===== src/rtl/fetch_redirect_unit_pkg.sv =====
// Shared types for the fetch redirect unit: prediction-queue entry, next-PC
// select encoding and the resolved-branch compare helper.
package fetch_redirect_unit_pkg;

    localparam int          PC_W   = 32;
    localparam logic [31:0] PC_INC = 32'd4;

    typedef struct packed {
        logic [PC_W-1:0] pc;
        logic            taken;
        logic [PC_W-1:0] target;
    } pred_entry_t;

    typedef enum logic [1:0] {
        SEL_REDIRECT = 2'd0,
        SEL_HOLD     = 2'd1,
        SEL_PRED     = 2'd2,
        SEL_SEQ      = 2'd3
    } npc_sel_e;

    // A tracked prediction is wrong if the direction differs, or both agree on
    // taken but the destination does not.
    function automatic logic entry_mispredicts(input pred_entry_t e,
                                               input logic taken,
                                               input logic [PC_W-1:0] target);
        logic wrong_dir;
        logic wrong_tgt;
        wrong_dir = (e.taken != taken);
        wrong_tgt = e.taken && taken && (e.target != target);
        return wrong_dir || wrong_tgt;
    endfunction

endpackage


===== src/rtl/fetch_redirect_unit_if.sv =====
// Fetch-side bus of the redirect unit: BHT lookup, EX resolution and the
// PC / IF-ID / statistics outputs. master = environment, slave = unit.
interface fetch_redirect_unit_if #(parameter int STATW = 16);
    import fetch_redirect_unit_pkg::*;

    logic            stall;
    logic            pred_hit;
    logic            pred_taken;
    logic [PC_W-1:0] pred_target;
    logic            res_valid;
    logic [PC_W-1:0] res_pc;
    logic            res_taken;
    logic [PC_W-1:0] res_target;
    logic [PC_W-1:0] pc;
    logic            id_valid;
    logic [PC_W-1:0] id_pc;
    logic            id_pred_taken;
    logic            flush;
    logic            q_full;
    logic [STATW-1:0] stat_branches;
    logic [STATW-1:0] stat_mispredicts;

    modport master (
        output stall, pred_hit, pred_taken, pred_target,
               res_valid, res_pc, res_taken, res_target,
        input  pc, id_valid, id_pc, id_pred_taken, flush, q_full,
               stat_branches, stat_mispredicts
    );

    modport slave (
        input  stall, pred_hit, pred_taken, pred_target,
               res_valid, res_pc, res_taken, res_target,
        output pc, id_valid, id_pc, id_pred_taken, flush, q_full,
               stat_branches, stat_mispredicts
    );

endinterface


===== src/rtl/fetch_redirect_unit_pred_queue.sv =====
// In-order queue of in-flight BHT predictions; pointers carry an extra wrap
// bit so full and empty are distinguishable without a separate counter.
module fetch_redirect_unit_pred_queue
    import fetch_redirect_unit_pkg::*;
#(
    parameter int QDEPTH = 4
) (
    input  logic        clk,
    input  logic        reset_n,
    input  logic        push_i,
    input  pred_entry_t push_data_i,
    input  logic        pop_i,
    input  logic        clear_i,
    output pred_entry_t head_o,
    output logic        full_o,
    output logic        empty_o
);
    localparam int AW = $clog2(QDEPTH);

    pred_entry_t   mem_q [QDEPTH];
    logic [AW:0]   wr_ptr_q;
    logic [AW:0]   wr_ptr_d;
    logic [AW:0]   rd_ptr_q;
    logic [AW:0]   rd_ptr_d;

    assign empty_o = (wr_ptr_q == rd_ptr_q);
    assign full_o  = (wr_ptr_q[AW] != rd_ptr_q[AW]) &&
                     (wr_ptr_q[AW-1:0] == rd_ptr_q[AW-1:0]);
    assign head_o  = mem_q[rd_ptr_q[AW-1:0]];

    // Pointer next-state; clear wins over any same-cycle push or pop.
    always_comb begin
        wr_ptr_d = wr_ptr_q;
        rd_ptr_d = rd_ptr_q;
        if (clear_i) begin
            wr_ptr_d = '0;
            rd_ptr_d = '0;
        end else begin
            if (push_i) begin
                wr_ptr_d = wr_ptr_q + (AW+1)'(1);
            end else begin
                wr_ptr_d = wr_ptr_q;
            end
            if (pop_i) begin
                rd_ptr_d = rd_ptr_q + (AW+1)'(1);
            end else begin
                rd_ptr_d = rd_ptr_q;
            end
        end
    end

    // Pointer registers.
    always_ff @(posedge clk) begin
        if (!reset_n) begin
            wr_ptr_q <= '0;
            rd_ptr_q <= '0;
        end else begin
            wr_ptr_q <= wr_ptr_d;
            rd_ptr_q <= rd_ptr_d;
        end
    end

    // Entry storage; contents are meaningless outside the pointer window.
    always_ff @(posedge clk) begin
        if (push_i && !clear_i) begin
            mem_q[wr_ptr_q[AW-1:0]] <= push_data_i;
        end
    end

endmodule


===== src/rtl/fetch_redirect_unit.sv =====
// Fetch PC sequencer: selects PC+4, BHT target or EX redirect, tracks
// in-flight predictions and flushes IF/ID on a resolved mispredict.
module fetch_redirect_unit
    import fetch_redirect_unit_pkg::*;
#(
    parameter logic [31:0] RESET_PC = 32'h0000_0000,
    parameter int          QDEPTH   = 4,
    parameter int          STATW    = 16
) (
    input  logic                  clk,
    input  logic                  reset_n,
    fetch_redirect_unit_if.slave  bus_if
);
    pred_entry_t     head_s;
    pred_entry_t     push_data_s;
    logic            q_full_s;
    logic            q_empty_s;
    logic            head_match_s;
    logic            pop_s;
    logic            push_s;
    logic            blocked_s;
    logic            mispredict_s;
    logic [PC_W-1:0] redirect_pc_s;
    npc_sel_e        sel_s;

    logic [PC_W-1:0]  pc_q, pc_d;
    logic             id_valid_q, id_valid_d;
    logic [PC_W-1:0]  id_pc_q, id_pc_d;
    logic             id_pred_taken_q, id_pred_taken_d;
    logic             flush_q, flush_d;
    logic [STATW-1:0] stat_br_q, stat_br_d;
    logic [STATW-1:0] stat_mp_q, stat_mp_d;

    assign head_match_s  = !q_empty_s && (head_s.pc == bus_if.res_pc);
    assign pop_s         = bus_if.res_valid && head_match_s;
    assign blocked_s     = bus_if.pred_hit && q_full_s && !pop_s;
    assign redirect_pc_s = bus_if.res_taken ? bus_if.res_target : (bus_if.res_pc + PC_INC);
    assign push_s        = bus_if.pred_hit && ((sel_s == SEL_PRED) || (sel_s == SEL_SEQ));
    assign push_data_s   = {pc_q, bus_if.pred_taken, bus_if.pred_target};

    // Branches with no queue entry were BHT misses, i.e. implicitly not-taken.
    always_comb begin
        if (!bus_if.res_valid) begin
            mispredict_s = 1'b0;
        end else if (head_match_s) begin
            mispredict_s = entry_mispredicts(head_s, bus_if.res_taken, bus_if.res_target);
        end else begin
            mispredict_s = bus_if.res_taken;
        end
    end

    // Next-PC source in priority order.
    always_comb begin
        if (mispredict_s) begin
            sel_s = SEL_REDIRECT;
        end else if (bus_if.stall || blocked_s) begin
            sel_s = SEL_HOLD;
        end else if (bus_if.pred_hit && bus_if.pred_taken) begin
            sel_s = SEL_PRED;
        end else begin
            sel_s = SEL_SEQ;
        end
    end

    fetch_redirect_unit_pred_queue #(.QDEPTH(QDEPTH)) u_pred_queue (
        .clk         (clk),
        .reset_n     (reset_n),
        .push_i      (push_s),
        .push_data_i (push_data_s),
        .pop_i       (pop_s),
        .clear_i     (mispredict_s),
        .head_o      (head_s),
        .full_o      (q_full_s),
        .empty_o     (q_empty_s)
    );

    // PC, IF/ID and statistics next-state.
    always_comb begin
        pc_d            = pc_q;
        id_valid_d      = id_valid_q;
        id_pc_d         = id_pc_q;
        id_pred_taken_d = id_pred_taken_q;
        flush_d         = mispredict_s;
        case (sel_s)
            SEL_REDIRECT: begin
                pc_d       = redirect_pc_s;
                id_valid_d = 1'b0;
            end
            SEL_HOLD: begin
                // A full queue without a stall inserts a bubble instead of holding IF/ID.
                if (!bus_if.stall) begin
                    id_valid_d = 1'b0;
                end else begin
                    id_valid_d = id_valid_q;
                end
            end
            SEL_PRED, SEL_SEQ: begin
                pc_d            = (sel_s == SEL_PRED) ? bus_if.pred_target : (pc_q + PC_INC);
                id_valid_d      = 1'b1;
                id_pc_d         = pc_q;
                id_pred_taken_d = bus_if.pred_hit && bus_if.pred_taken;
            end
            default: begin
                pc_d = pc_q;
            end
        endcase
        if (bus_if.res_valid && (stat_br_q != '1)) begin
            stat_br_d = stat_br_q + STATW'(1);
        end else begin
            stat_br_d = stat_br_q;
        end
        if (mispredict_s && (stat_mp_q != '1)) begin
            stat_mp_d = stat_mp_q + STATW'(1);
        end else begin
            stat_mp_d = stat_mp_q;
        end
    end

    // State registers.
    always_ff @(posedge clk) begin
        if (!reset_n) begin
            pc_q            <= RESET_PC;
            id_valid_q      <= 1'b0;
            id_pc_q         <= '0;
            id_pred_taken_q <= 1'b0;
            flush_q         <= 1'b0;
            stat_br_q       <= '0;
            stat_mp_q       <= '0;
        end else begin
            pc_q            <= pc_d;
            id_valid_q      <= id_valid_d;
            id_pc_q         <= id_pc_d;
            id_pred_taken_q <= id_pred_taken_d;
            flush_q         <= flush_d;
            stat_br_q       <= stat_br_d;
            stat_mp_q       <= stat_mp_d;
        end
    end

    assign bus_if.pc               = pc_q;
    assign bus_if.id_valid         = id_valid_q;
    assign bus_if.id_pc            = id_pc_q;
    assign bus_if.id_pred_taken    = id_pred_taken_q;
    assign bus_if.flush            = flush_q;
    assign bus_if.q_full           = q_full_s;
    assign bus_if.stat_branches    = stat_br_q;
    assign bus_if.stat_mispredicts = stat_mp_q;

endmodule

===== src/flat_wrapper.sv =====
// flat-port wrapper written by rule: the top's interface ports become plain ports
module fetch_redirect_unit_flat import fetch_redirect_unit_pkg::*;
#(
    parameter logic [31:0] RESET_PC = 32'h0000_0000,
    parameter int          QDEPTH   = 4,
    parameter int          STATW    = 16
)
  (clk, reset_n, bus_if_stall, bus_if_pred_hit, bus_if_pred_taken, bus_if_pred_target, bus_if_res_valid, bus_if_res_pc, bus_if_res_taken, bus_if_res_target, bus_if_pc, bus_if_id_valid, bus_if_id_pc, bus_if_id_pred_taken, bus_if_flush, bus_if_q_full, bus_if_stat_branches, bus_if_stat_mispredicts);
  fetch_redirect_unit_if #(.STATW(STATW)) bus_if_i ();
  input  logic clk;
  input  logic reset_n;
  input wire logic [$bits(bus_if_i.stall)-1:0] bus_if_stall;
  input wire logic [$bits(bus_if_i.pred_hit)-1:0] bus_if_pred_hit;
  input wire logic [$bits(bus_if_i.pred_taken)-1:0] bus_if_pred_taken;
  input wire logic [$bits(bus_if_i.pred_target)-1:0] bus_if_pred_target;
  input wire logic [$bits(bus_if_i.res_valid)-1:0] bus_if_res_valid;
  input wire logic [$bits(bus_if_i.res_pc)-1:0] bus_if_res_pc;
  input wire logic [$bits(bus_if_i.res_taken)-1:0] bus_if_res_taken;
  input wire logic [$bits(bus_if_i.res_target)-1:0] bus_if_res_target;
  output wire logic [$bits(bus_if_i.pc)-1:0] bus_if_pc;
  output wire logic [$bits(bus_if_i.id_valid)-1:0] bus_if_id_valid;
  output wire logic [$bits(bus_if_i.id_pc)-1:0] bus_if_id_pc;
  output wire logic [$bits(bus_if_i.id_pred_taken)-1:0] bus_if_id_pred_taken;
  output wire logic [$bits(bus_if_i.flush)-1:0] bus_if_flush;
  output wire logic [$bits(bus_if_i.q_full)-1:0] bus_if_q_full;
  output wire logic [$bits(bus_if_i.stat_branches)-1:0] bus_if_stat_branches;
  output wire logic [$bits(bus_if_i.stat_mispredicts)-1:0] bus_if_stat_mispredicts;
  assign bus_if_i.stall = bus_if_stall;
  assign bus_if_i.pred_hit = bus_if_pred_hit;
  assign bus_if_i.pred_taken = bus_if_pred_taken;
  assign bus_if_i.pred_target = bus_if_pred_target;
  assign bus_if_i.res_valid = bus_if_res_valid;
  assign bus_if_i.res_pc = bus_if_res_pc;
  assign bus_if_i.res_taken = bus_if_res_taken;
  assign bus_if_i.res_target = bus_if_res_target;
  assign bus_if_pc = bus_if_i.pc;
  assign bus_if_id_valid = bus_if_i.id_valid;
  assign bus_if_id_pc = bus_if_i.id_pc;
  assign bus_if_id_pred_taken = bus_if_i.id_pred_taken;
  assign bus_if_flush = bus_if_i.flush;
  assign bus_if_q_full = bus_if_i.q_full;
  assign bus_if_stat_branches = bus_if_i.stat_branches;
  assign bus_if_stat_mispredicts = bus_if_i.stat_mispredicts;
  fetch_redirect_unit #(.RESET_PC(RESET_PC), .QDEPTH(QDEPTH), .STATW(STATW)) u_core (.clk(clk), .reset_n(reset_n), .bus_if(bus_if_i));
endmodule

===== config.mk =====
export PLATFORM = sky130hd
export DESIGN_NAME = fetch_redirect_unit_flat
export DESIGN_NICKNAME = d
export VERILOG_FILES = /design/src/rtl/fetch_redirect_unit_pkg.sv /design/src/rtl/fetch_redirect_unit_if.sv /design/src/rtl/fetch_redirect_unit_pred_queue.sv /design/src/rtl/fetch_redirect_unit.sv /design/src/flat_wrapper.sv
export SDC_FILE = /design/constraint.sdc
export NUM_CORES = 1
export LEC_CHECK = 0
export BUFFER_PORTS_ARGS = -buffer_cell sky130_fd_sc_hd__buf_2
export CORE_ASPECT_RATIO = 1.25
export CORE_MARGIN = 10
export CORE_UTILIZATION = 40
export CTS_BUF_LIST = sky130_fd_sc_hd__clkbuf_8 sky130_fd_sc_hd__clkbuf_16
export DETAILED_ROUTE_END_ITERATION = 8
export GPL_TIMING_DRIVEN = 0
export HOLD_SLACK_MARGIN = 0.15
export SLEW_MARGIN = 20
export SYNTH_ARGS = -nofsm -noshare
export SYNTH_HDL_FRONTEND = slang
export SYNTH_HIERARCHICAL = 1
export SYNTH_SLANG_ARGS = --single-unit

===== constraint.sdc =====
create_clock -name clk -period 18.7 [get_ports clk]
set_input_delay 2.805 -clock clk [delete_from_list [all_inputs] [get_ports clk]]
set_output_delay 2.805 -clock clk [all_outputs]
set_load 0.05 [all_outputs]

==> reports/summary.txt <==
=================================================================================================
Remaining antenna violation count after routing                                                 0
Minimum setup slack in the final design                                                  11.79 ns
Number of iterations in the first detailed-routing pass                                         5
Fmax                                                                                      145 MHz
Worst skew pair latency                                                                   0.54 ns
Clock root buffer                                                                    sky130_fd_sc_hd__clkbuf_16
Crit. End Element                                                                       flip-flop
Pin slew with the least headroom to its limit                                            0.847 ns
I/O pins                                                                                      203
Power density relative to cell area                                                   96.6 mW/mm²
Final cell count without fillers                                                            2,088
Final count of hold timing violations                                                           0
Final Setup Violations                                                                          0
CP Launch Point                                                                      bus_if_res_pc[0]
Die width                                                                                  202 µm
Yosys warning count                                                                             6
Maximum level of the CTS H-tree                                                                 2
Violation count after the first detailed-routing iteration                                  1,364
Wire length on met2                                                                     26,400 µm
Average cell area after synthesis                                                        13.1 µm²
Die area                                                                               0.0498 mm²
Min-Delay Path Class                                                                 flip-flop to flip-flop
Number of nets produced by synthesis                                                        1,372
Hold path startpoint                                                                 u_core/bus_if.id_pc[23]
Post-layout nets                                                                            1,619
Worst setup SP type                                                                    input port
Final Skew                                                                              0.0236 ns
Unrepaired setup endpoints after global routing                                                no
Cell Count Post-Placement                                                                   2,017
Row count                                                                                      83
Max VDD drop                                                                          0.0000641 V
Post-synth EDFFs                                                                              260
DRC violation count after routing                                                               0
Post-CTS setup-driven buffer insertion count                                                    0
Worst setup slack after placement                                                        11.39 ns
Met3 routed wirelength                                                                    4890 µm
Initial core utilization                                                                    40.3%
Clock slew seen by the registers of the worst setup and hold paths                        0.06 ns
Post-route setup TNS                                                                         0 ns
Max-slew headroom                                                                           43.0%
Routability congestion estimate                                                             0.929
Fraction of layout cells with a size suffix above 1                                         24.2%
Result of the run                                                                       completed
Data required time of the critical path                                                  18.91 ns
Portion of the post-synthesis area used by sequential elements                              60.3%
Total core area                                                                        0.0409 mm²
Clock sink count                                                                              367
Kind of critical path                                                                input port to flip-flop
Number of antenna violations at the first check in global routing                               7
CTS Buf Count                                                                                  39
Number of max-cap violations                                                                    0
Port-buffer cells                                                                             200
Pin count of the biggest net entering global routing                                           36
Share of Yosys cell area claimed by the top area cell type                                  47.3%
Routed wire length per instance                                                           27.2 µm
Post-synthesis sequential element count                                                       367
Vias in the first global route                                                              12.0k
Average via count per standard cell                                                          5.89
Top cells by area in the synthesized netlist                                         sky130_fd_sc_hd__edfxtp_1 (47%), sky130_fd_sc_hd__dfxtp_1 (13%), sky130_fd_sc_hd__mux4_2 (8.9%), sky130_fd_sc_hd__xor2_1 (3.7%), sky130_fd_sc_hd__a21oi_1 (2.3%)
Highest fanout seen on the critical path                                                       33
Pins Over Slew Limit                                                                            0
Static Leak                                                                               6.89 nW
Ant. Diodes                                                                                     0
Ys flop type                                                                         sky130_fd_sc_hd__edfxtp_1
HPWL reported at the end of detailed placement                                          41,700 µm
Routed WL                                                                               56,700 µm
Die boundary height                                                                        247 µm
FILL cells                                                                                  3,729
Portion of the clock cycle consumed by the worst path in the final layout                   36.9%
Cell accounting for the most synthesized area                                        sky130_fd_sc_hd__edfxtp_1
Tot GR Track Use                                                                            22.0%
Cell area after technology mapping                                                     0.0165 mm²
Hold buffer count at cts                                                                        0
Number of distinct library cell variants in the gate-level netlist after synthesis             66
Via count                                                                                   12.3k
Final Critical Period                                                                     6.91 ns
Wire length of the first global-routing pass                                            81,300 µm
Routed met1 length                                                                      23,500 µm
CTS tree                                                                                     done
Count of instances resized after the clock tree is built                                        0
Async set-reset flop share out of synthesis                                                    0%
Cell count after synthesis                                                                  1,259
Final global-route overflow total                                                               0
Max layer used                                                                               met5
Clk buf depth                                                                                   3
CP arrival                                                                                7.11 ns
Layout area overhead                                                                        19.5%
=================================================================================================
## logic make-up after synthesis
group           count (synthesis)  synth area share [%]
simple gates                  334                  10.5
fa+ha+maj                      10                 0.759
compound gates                263                  9.73
buf+inv                        97                  3.05
mux                            81                  9.87
xor+xnor                      107                  5.73
flops                         367                  60.3
## report_power, final
part / leakage (nW) / total, mW / switching (mW) / internal, mW
sequential: 3.26 / 0.913 / 0.0242 / 0.889
clock: 0.710 / 0.823 / 0.315 / 0.508
combinational: 2.92 / 0.167 / 0.120 / 0.0474
## layout by cell type, fill, tap and decap left out, types with 9 or more instances in the layout
| cell | netlist | final |
|---|---|---|
| sky130_fd_sc_hd__mux4_2 | 65 | 65 |
| sky130_fd_sc_hd__dfxtp_1 | 107 | 107 |
| sky130_fd_sc_hd__edfxtp_1 | 260 | 260 |
| sky130_fd_sc_hd__o21ai_0 | 72 | 72 |
| sky130_fd_sc_hd__xor2_1 | 70 | 70 |
| sky130_fd_sc_hd__o31ai_1 | 10 | 10 |
| sky130_fd_sc_hd__nand3_1 | 71 | 71 |
| sky130_fd_sc_hd__a21oi_1 | 77 | 77 |
| sky130_fd_sc_hd__o21a_1 | 10 | 10 |
| sky130_fd_sc_hd__o22ai_1 | 27 | 27 |
| sky130_fd_sc_hd__nand2_1 | 52 | 52 |
| sky130_fd_sc_hd__ha_1 | 10 | 10 |
| sky130_fd_sc_hd__nor2_1 | 64 | 63 |
| sky130_fd_sc_hd__and3_1 | 22 | 22 |
| sky130_fd_sc_hd__nor3_1 | 27 | 27 |
| sky130_fd_sc_hd__xnor2_1 | 36 | 36 |
| sky130_fd_sc_hd__nand4_1 | 24 | 24 |
| sky130_fd_sc_hd__buf_2 | 16 | 216 |
| sky130_fd_sc_hd__a31oi_1 | 18 | 18 |
| sky130_fd_sc_hd__inv_1 | 15 | 25 |
| sky130_fd_sc_hd__buf_12 | 5 | 9 |
| sky130_fd_sc_hd__clkbuf_16 | 0 | 41 |
| sky130_fd_sc_hd__clkbuf_1 | 52 | 52 |
| sky130_fd_sc_hd__nor4_1 | 20 | 20 |
| sky130_fd_sc_hd__mux2i_1 | 13 | 13 |
## layer usage
metal  up-vias  global-route usage, %
met1      6189                   29.0
met4        14                   7.62
met5         -                      0
met2       617                   35.2
li1       5372                      -
met3       103                   4.77
## area by class of cell
class | instances | area, µm² | share of cell area [%]
clock buffers | 45 | 1080 | 5.49
well taps | 552 | 691 | 3.51
clock inverters | 26 | 287 | 1.45
repair buffers | 206 | 1140 | 5.77
plain buffers | 81 | 443 | 2.25
multi-input cells | 795 | 6050 | 30.7
inverters | 16 | 60.1 | 0.305
flip-flops and latches | 367 | 9950 | 50.5
## synth_stat cells (6+ instances only)
cell type and number:
sky130_fd_sc_hd__nand4_1 24, sky130_fd_sc_hd__o32ai_1 6, sky130_fd_sc_hd__clkbuf_1 52, sky130_fd_sc_hd__xnor2_1 36, sky130_fd_sc_hd__dfxtp_1 107, sky130_fd_sc_hd__inv_1 15
sky130_fd_sc_hd__xor2_1 70, sky130_fd_sc_hd__o21ai_0 72, sky130_fd_sc_hd__buf_2 16, sky130_fd_sc_hd__or3_1 8, sky130_fd_sc_hd__o21a_1 10, sky130_fd_sc_hd__nor4_1 20
sky130_fd_sc_hd__o31ai_1 10, sky130_fd_sc_hd__nand3_1 71, sky130_fd_sc_hd__mux4_2 65, sky130_fd_sc_hd__and4_1 8, sky130_fd_sc_hd__a31oi_1 18, sky130_fd_sc_hd__nor2_1 64
sky130_fd_sc_hd__ha_1 10, sky130_fd_sc_hd__nand2_1 52, sky130_fd_sc_hd__mux2i_1 13, sky130_fd_sc_hd__nor3_1 27, sky130_fd_sc_hd__and2_1 10, sky130_fd_sc_hd__and3_1 22
sky130_fd_sc_hd__a21oi_1 77, sky130_fd_sc_hd__o22ai_1 27, sky130_fd_sc_hd__o31a_1 6, sky130_fd_sc_hd__a211oi_1 6, sky130_fd_sc_hd__edfxtp_1 260, sky130_fd_sc_hd__nand2b_1 7
## worst max-delay path: stages
cell and delay (ns):
sky130_fd_sc_hd__buf_2 0.12, sky130_fd_sc_hd__xnor2_1 0.37, sky130_fd_sc_hd__nand4_1 0.23, sky130_fd_sc_hd__nor4_4 0.35
sky130_fd_sc_hd__a41oi_2 0.35, sky130_fd_sc_hd__nor2_2 0.54, sky130_fd_sc_hd__clkbuf_1 0.58, sky130_fd_sc_hd__and3_1 0.28
sky130_fd_sc_hd__clkbuf_1 0.27, sky130_fd_sc_hd__nor2b_1 0.26, sky130_fd_sc_hd__and2_4 0.56, sky130_fd_sc_hd__buf_12 0.30
## registers in the layout (all words and copies together), names as in the netlist, named ones only
name and count:
u_core/u_pred_queue/rd_ptr_q 3, u_core/bus_if.id_pred_taken 1, u_core/u_pred_queue/mem_q 260, u_core/bus_if.stat_mispredicts 16, u_core/bus_if.flush 1, u_core/bus_if.id_pc 32, u_core/bus_if.stat_branches 16, u_core/bus_if.pc 32
u_core/u_pred_queue/wr_ptr_q 3, u_core/bus_if.id_valid 1
## metrics by stage
step | power, mW | hold WS [ns] | instance area [µm²] | utilization, %
floorplan | 1.01 | 0.530 | 16500 | -
global placement | 1.09 | 0.463 | 18200 | 44.4
detailed placement | 1.09 | 0.465 | 18300 | 44.8
CTS | 1.91 | 0.473 | 19700 | 48.1
global route | 1.96 | 0.498 | 19700 | 48.1
finish | 1.90 | 0.471 | 19700 | 48.1
## final timing paths
check                                          to  slack, ns  cells after the start
setup / recovery  u_core/u_pred_queue/mem_q[1][8]      11.79                     12
hold / removal            u_core/bus_if.id_pc[23]       0.47                      2
setup reg to reg  u_core/u_pred_queue/mem_q[1][8]      12.71                     14
hold reg to reg           u_core/bus_if.id_pc[23]       0.47                      2
(Power assumes the default switching activity.)
